==> src/rtl/clock_ctrl_pkg.sv <==
// Shared types and constants for the alarm clock setup controller:
// FSM states, edit fields, BCD digit limits and edit_mode encodings.
package clock_ctrl_pkg;

    typedef enum logic [2:0] {
        ST_RUN,
        ST_SET_TIME,
        ST_SET_ALARM,
        ST_LOAD_TIME,
        ST_LOAD_ALARM,
        ST_STOP
    } state_t;

    typedef enum logic [1:0] {
        FLD_H1,
        FLD_H0,
        FLD_M1,
        FLD_M0
    } field_t;

    localparam logic [1:0] H1_MAX       = 2'd2;
    localparam logic [3:0] H0_MAX       = 4'd9;
    localparam logic [3:0] H0_MAX_AT_20 = 4'd3;
    localparam logic [3:0] M1_MAX       = 4'd5;
    localparam logic [3:0] M0_MAX       = 4'd9;

    localparam logic [1:0] MODE_RUN       = 2'd0;
    localparam logic [1:0] MODE_SET_TIME  = 2'd1;
    localparam logic [1:0] MODE_SET_ALARM = 2'd2;
    localparam logic [1:0] MODE_BUSY      = 2'd3;

endpackage

==> src/rtl/bcd_field_editor.sv <==
// Next-value logic for the four HH:MM BCD digits when the selected field is
// incremented, applying per-digit wrap limits and the 20..23 hour rule.
module bcd_field_editor
    import clock_ctrl_pkg::*;
(
    input  field_t     field,
    input  logic       inc,
    input  logic [1:0] hou1,
    input  logic [3:0] hou0,
    input  logic [3:0] min1,
    input  logic [3:0] min0,
    output logic [1:0] nxt_hou1,
    output logic [3:0] nxt_hou0,
    output logic [3:0] nxt_min1,
    output logic [3:0] nxt_min0
);

    logic [3:0] h0_limit;

    always_comb begin
        nxt_hou1 = hou1;
        nxt_hou0 = hou0;
        nxt_min1 = min1;
        nxt_min0 = min0;
        h0_limit = (hou1 == H1_MAX) ? H0_MAX_AT_20 : H0_MAX;
        if (inc) begin
            case (field)
                FLD_H1: begin
                    nxt_hou1 = (hou1 >= H1_MAX) ? 2'd0 : hou1 + 2'd1;
                    // Entering the 20s with H0 above 3 would give an invalid hour.
                    if (nxt_hou1 == H1_MAX && hou0 > H0_MAX_AT_20)
                        nxt_hou0 = 4'd0;
                end
                FLD_H0: nxt_hou0 = (hou0 >= h0_limit) ? 4'd0 : hou0 + 4'd1;
                FLD_M1: nxt_min1 = (min1 >= M1_MAX) ? 4'd0 : min1 + 4'd1;
                FLD_M0: nxt_min0 = (min0 >= M0_MAX) ? 4'd0 : min0 + 4'd1;
                default: ;
            endcase
        end
    end

endmodule

==> src/rtl/clock_setup_ctrl.sv <==
// Button-driven setup controller for the alarm clock: digit editing, held load/stop
// strobes and alarm enable. Optional snooze is built when CLOCK_SNOOZE_EN is defined.
module clock_setup_ctrl
    import clock_ctrl_pkg::*;
#(
    parameter int LOAD_HOLD_CYCLES = 12,
    parameter int SNOOZE_SECONDS   = 300
) (
    input  logic       clock,
    input  logic       reset,
    input  logic       tick_1hz,
    input  logic       btn_mode,
    input  logic       btn_next,
    input  logic       btn_inc,
    input  logic       alarm,
    input  logic [1:0] cur_hou1,
    input  logic [3:0] cur_hou0,
    input  logic [3:0] cur_min1,
    input  logic [3:0] cur_min0,
    output logic [1:0] hou1,
    output logic [3:0] hou0,
    output logic [3:0] min1,
    output logic [3:0] min0,
    output logic       loatim,
    output logic       loaala,
    output logic       stoala,
    output logic       alaon,
    output logic       buzzer,
    output logic [1:0] edit_mode,
    output logic [1:0] edit_field
);

    localparam int HOLD_W = $clog2(LOAD_HOLD_CYCLES + 1);

    state_t            state, state_nxt;
    field_t            field, field_nxt;
    logic [HOLD_W-1:0] hold_cnt;
    logic              ld_cur, ld_ala, do_inc, commit, toggle_alaon, snooze_req;
    logic              busy, busy_nxt, editing, muted;

    logic [1:0] e_hou1, l_hou1, a_hou1, n_hou1;
    logic [3:0] e_hou0, l_hou0, a_hou0, n_hou0;
    logic [3:0] e_min1, l_min1, a_min1, n_min1;
    logic [3:0] e_min0, l_min0, a_min0, n_min0;

    bcd_field_editor u_editor (
        .field    (field),
        .inc      (do_inc),
        .hou1     (e_hou1),
        .hou0     (e_hou0),
        .min1     (e_min1),
        .min0     (e_min0),
        .nxt_hou1 (n_hou1),
        .nxt_hou0 (n_hou0),
        .nxt_min1 (n_min1),
        .nxt_min0 (n_min0)
    );

    always_comb begin
        state_nxt    = state;
        field_nxt    = field;
        ld_cur       = 1'b0;
        ld_ala       = 1'b0;
        do_inc       = 1'b0;
        commit       = 1'b0;
        toggle_alaon = 1'b0;
        snooze_req   = 1'b0;
        case (state)
            ST_RUN: begin
                if (btn_mode) begin
                    if (alarm) begin
                        state_nxt = ST_STOP;
                    end else begin
                        state_nxt = ST_SET_TIME;
                        field_nxt = FLD_H1;
                        ld_cur    = 1'b1;
                    end
                end else if (!btn_next && btn_inc) begin
                    // A pending next press outranks inc even though next itself does nothing here.
                    if (alarm) snooze_req   = 1'b1;
                    else       toggle_alaon = 1'b1;
                end
            end
            ST_SET_TIME, ST_SET_ALARM: begin
                if (btn_mode) begin
                    if (state == ST_SET_TIME) begin
                        state_nxt = ST_SET_ALARM;
                        field_nxt = FLD_H1;
                        ld_ala    = 1'b1;
                    end else begin
                        state_nxt = ST_RUN;
                    end
                end else if (btn_next) begin
                    if (field == FLD_M0) begin
                        commit    = 1'b1;
                        field_nxt = FLD_H1;
                        state_nxt = (state == ST_SET_TIME) ? ST_LOAD_TIME : ST_LOAD_ALARM;
                    end else begin
                        field_nxt = field_t'(field + 2'd1);
                    end
                end else if (btn_inc) begin
                    do_inc = 1'b1;
                end
            end
            default: begin
                if (hold_cnt <= HOLD_W'(1)) state_nxt = ST_RUN;
            end
        endcase
    end

    assign busy     = (state == ST_LOAD_TIME) || (state == ST_LOAD_ALARM) || (state == ST_STOP);
    assign busy_nxt = (state_nxt == ST_LOAD_TIME) || (state_nxt == ST_LOAD_ALARM) ||
                      (state_nxt == ST_STOP);

    always_ff @(posedge clock or posedge reset) begin
        if (reset) begin
            state    <= ST_RUN;
            field    <= FLD_H1;
            hold_cnt <= '0;
            alaon    <= 1'b0;
        end else begin
            state <= state_nxt;
            field <= field_nxt;
            if (!busy && busy_nxt)
                hold_cnt <= HOLD_W'(LOAD_HOLD_CYCLES);
            else if (hold_cnt != '0)
                hold_cnt <= hold_cnt - HOLD_W'(1);
            if (toggle_alaon) alaon <= ~alaon;
        end
    end

    // Edit registers, last-loaded output registers and the shadow copy of the alarm.
    always_ff @(posedge clock or posedge reset) begin
        if (reset) begin
            {e_hou1, e_hou0, e_min1, e_min0} <= '0;
            {l_hou1, l_hou0, l_min1, l_min0} <= '0;
            {a_hou1, a_hou0, a_min1, a_min0} <= '0;
        end else begin
            if (ld_cur)
                {e_hou1, e_hou0, e_min1, e_min0} <= {cur_hou1, cur_hou0, cur_min1, cur_min0};
            else if (ld_ala)
                {e_hou1, e_hou0, e_min1, e_min0} <= {a_hou1, a_hou0, a_min1, a_min0};
            else if (do_inc)
                {e_hou1, e_hou0, e_min1, e_min0} <= {n_hou1, n_hou0, n_min1, n_min0};
            if (commit)
                {l_hou1, l_hou0, l_min1, l_min0} <= {e_hou1, e_hou0, e_min1, e_min0};
            if (commit && state == ST_SET_ALARM)
                {a_hou1, a_hou0, a_min1, a_min0} <= {e_hou1, e_hou0, e_min1, e_min0};
        end
    end

`ifdef CLOCK_SNOOZE_EN
    localparam int SNZ_W = $clog2(SNOOZE_SECONDS + 1);

    logic             alarm_q;
    logic [SNZ_W-1:0] snz_cnt;

    always_ff @(posedge clock or posedge reset) begin
        if (reset) begin
            alarm_q <= 1'b0;
            muted   <= 1'b0;
            snz_cnt <= '0;
        end else begin
            alarm_q <= alarm;
            if (snooze_req) begin
                muted   <= 1'b1;
                snz_cnt <= SNZ_W'(SNOOZE_SECONDS);
            end else if ((alarm_q && !alarm) || (state != ST_STOP && state_nxt == ST_STOP)) begin
                muted   <= 1'b0;
                snz_cnt <= '0;
            end else if (tick_1hz && muted) begin
                if (snz_cnt <= SNZ_W'(1)) begin
                    muted   <= 1'b0;
                    snz_cnt <= '0;
                end else begin
                    snz_cnt <= snz_cnt - SNZ_W'(1);
                end
            end
        end
    end
`else
    logic unused_snooze;
    assign unused_snooze = tick_1hz ^ snooze_req;
    assign muted         = 1'b0;
`endif

    assign editing = (state == ST_SET_TIME) || (state == ST_SET_ALARM);
    assign hou1    = editing ? e_hou1 : l_hou1;
    assign hou0    = editing ? e_hou0 : l_hou0;
    assign min1    = editing ? e_min1 : l_min1;
    assign min0    = editing ? e_min0 : l_min0;

    assign loatim     = (state == ST_LOAD_TIME);
    assign loaala     = (state == ST_LOAD_ALARM);
    assign stoala     = (state == ST_STOP);
    assign buzzer     = alarm & ~muted;
    assign edit_field = field;

    always_comb begin
        case (state)
            ST_RUN:       edit_mode = MODE_RUN;
            ST_SET_TIME:  edit_mode = MODE_SET_TIME;
            ST_SET_ALARM: edit_mode = MODE_SET_ALARM;
            default:      edit_mode = MODE_BUSY;
        endcase
    end

endmodule

==> config.mk <==
export PLATFORM = sky130hd
export DESIGN_NAME = clock_setup_ctrl
export DESIGN_NICKNAME = d
export VERILOG_FILES = /design/src/rtl/clock_ctrl_pkg.sv /design/src/rtl/bcd_field_editor.sv /design/src/rtl/clock_setup_ctrl.sv
export SDC_FILE = /design/constraint.sdc
export NUM_CORES = 1
export LEC_CHECK = 0
export BUFFER_PORTS_ARGS = -buffer_cell sky130_fd_sc_hd__buf_2
export CORE_ASPECT_RATIO = 0.7
export CORE_MARGIN = 5
export CORE_UTILIZATION = 45
export CTS_BUF_LIST = sky130_fd_sc_hd__clkbuf_16
export DETAILED_ROUTE_END_ITERATION = 10
export GPL_TIMING_DRIVEN = 0
export PLACE_DENSITY = 0.68
export SLEW_MARGIN = 0
export SYNTH_ARGS = -nofsm -noshare
export SYNTH_HDL_FRONTEND = slang
export SYNTH_SLANG_ARGS = --single-unit
==> constraint.sdc <==
create_clock -name clock -period 1.8 [get_ports clock]
set_input_delay 0.18 -clock clock [delete_from_list [all_inputs] [get_ports clock]]
set_output_delay 0.18 -clock clock [all_outputs]
set_load 0.03 [all_outputs]
==> impl_metrics.toml <==
[timing]
fin_crit_sh_pct = 113.5
relSlewSlack_pct = 65.91
setup-violations-final = 35
clock_skew_ns = 0.003956
period_minus_slack_ns = 2.043
fmax_mhz = 489.5
finalMaxSlewViolations = 0
hold_viol_final = 0
whs_ns = 0.2152
max_slew.worst_pin.slew_ns = 0.5067
rsz0062_at_grt = "yes"
fin_ws_ns = -0.2429

[synthesis]
synth_compound_area_share_pct = 11.48
synthSimpleGateAreaFrac_pct = 14.13
synthCells = 295
ys_async_sr_fraction_pct = 100.0
synth_warnings = 0
synthMuxAreaShare_pct = 19.30
yosysSeqAreaShare_pct = 42.35
syn-cell-area_um2 = 3073
ys_ff_latch = 52
synth_xor_area_share_pct = 1.710
synth_flop_cell = "dfrtp_1"
synth_top_cell_by_area = "dfrtp_1"
syn_avg_cell_area_um2 = 10.42
ys_types = 45
synth_top_family_by_area = "multiplexers"
synth_top_area_share_pct = 42.35
synth_area_leaders = "dfrtp_1 42%, mux2_2 18%, ha_1 6.5%, a21oi_1 2.9%, nor2_1 2.9%"
synth_fp_nets = 332
synth-edff-count = 0
synth-adder-area-share_pct = 6.515

[final_layout]
multi_input_area_um2 = 2046
drive_gt1_share_pct = 51.49
design_area_um2 = 4389
fillers = 526
n_antenna_cell = 0
regArea_um2 = 1308
synthToLayoutAreaGrowth_pct = 42.83
final_nets = 405

[status]
violations = "setup timing"
outcome = "finished with violations"

[die]
start_util_pct = 45.91
die_w_um = 108.8
design.die.area_um2 = 8608
die_y_um = 79.14
rows = 25
ios = 44
coreArea_um2 = 6694

[global_routing]
first_global_vias = 2551
grt-ovfl-total = 0
grt_first_pass_wirelength_um = 12830
grt_max_degree = 38
antenna_found_initial = 0
grt_usage_pct = 19.35

[clock_tree]
cts_htree_levels = 2
ctsRootBufferMaster = "clkbuf_16"
clockBufferDepth = 2
cts_made_buffers = 5
cts_tree = "done"
cts.clk_slew.worst_paths_ns = 0.07
clk-insertion-delay-late_ns = 0.29
numClockSinks = 52

[hold_path]
worstHoldStart = "cur_hou0[0]"
min_path_type = "input pin to flop"

[routing]
routed_wl_um = 8701
via_count = 2553
drt-initial-drc-count = 158
firstDrtPassIters = 4
routedWlPerCell_um = 18.79
viasPerCell = 5.514
antenna_left = 0
drc = 0

[worst_setup_path]
start_kind = "flop"
crit_path_start = "state[1]"
cp.required_ns = 1.97
critPathKind = "flop to flop"
worstPathMaxFanout = 5
crit_arrival_ns = 2.22
rr_startpoint = "state[1]"
cp-end-kind = "flop"

[power]
power.density_nw_per_um2 = 1606
p_leak_uw = 0.002070
p_total_uw = 7051
ir_drop_mv = 0.8167

[place]
gp_congestion = 0.8023
portBuffers = 42
placed_cell_area_um2 = 3445
dp_hpwl_um = 5174

[run]
maxCapViolCount = 0
## area by class of cell
type	count	share of cell area (%)
plain buffers	11	2.480
clock buffers	5	2.851
clock inverters	3	0.8837
inverters	16	1.368
multi-input cells	214	46.61
flip-flops and latches	52	29.79
well taps	94	2.680
repair buffers	68	13.34
## routing by layer
metal	share of wire, %	GRT usage (%)	vias up	routed length (um)
li1	-	-	1201	-
met1	48	26.39	1278	4141
met2	46	30.89	61	4039
met3	4.0	4.387	13	349
met4	2.0	5.422	0	170
met5	0	0	-	0
## Yosys cell counts (2+ instances only)
cell type / count
a211o_1: 2
a21o_1: 3
a21oi_1: 18
a22oi_1: 6
buf_2: 6
buf_4: 2
buf_6: 2
clkbuf_1: 3
dfrtp_1: 52
ha_1: 16
inv_1: 16
mux2_2: 50
mux2i_1: 3
nand2_1: 14
nand2b_1: 8
nand3_1: 8
nand4_1: 3
nor2_1: 24
nor2b_1: 2
nor3_1: 8
o21ai_0: 16
o31ai_1: 3
or3_1: 3
or3b_2: 2
xnor2_1: 3
xor2_1: 3
## power breakdown
group	switching (uW)	internal, uW
Clock	427	649
Combinational	2110	2030
Sequential	410	1430
Total	2940	4110
## path summary, 6_finish.rpt
check,to,slack (ns),cells past startpoint
worst max-delay path,e_hou1[1],-0.24,7
worst min-delay path,e_hou0[0],0.22,3
worst max register to register,e_hou1[1],-0.24,7
worst min register to register,a_min0[0],0.49,2
max in group asynchronous,e_min0[1],0.85,4
min in group asynchronous,hold_cnt[3],0.41,3
## critical path, cell delays in order (launching register included)
cell and delay [ns]:
dfrtp_1 0.37, buf_6 0.13, or3b_4 0.38, or3_4 0.47
buf_16 0.18, nor2_4 0.09, a21oi_2 0.04, mux2_4 0.26
## logic make-up after synthesis
| kind of cell | after synthesis |
|---|---|
| and+or+nand+nor | 82 |
| AOI/OAI and AO/OA | 57 |
| muxes | 53 |
| DFF | 52 |
| buffers and inverters | 29 |
| adders and majority gates | 16 |
| xor gates and xnor gates | 6 |
## per-stage QoR
step,TNS (ns),cells,utilization (%),setup slack (ns)
5_1_grt,-7.303,463,65.57,-0.2921
6_report,-5.518,463,65.57,-0.2429
3_3_place_gp,-31.10,431,51.16,-0.5590
3_5_place_dp,-10.85,432,51.46,-0.3741
4_1_cts,-5.911,454,61.51,-0.2443
2_1_floorplan,-1.132,295,-,-0.1211
## placed cells by master (no fill, tap or decap), types with 12 or more instances in the layout
cell type,synthesis,final
dfrtp_1,52,47
buf_4,2,20
inv_1,16,16
o21ai_0,16,14
nor2_4,0,12
nand2_1,14,14
buf_6,2,17
ha_1,16,14
mux2_4,0,39
buf_2,6,30
## timing repair
action / in CTS / in global routing
setup endpoints to repair: 52 / 51
pin swaps: 7 / 7
hold endpoints to repair: 15 / 0
resized for setup: 95 / 61
hold buffers: 1 / 0
setup buffers: 12 / 9
gates cloned: 2 / 1
Note: power is estimated with default switching activity, not from simulation.
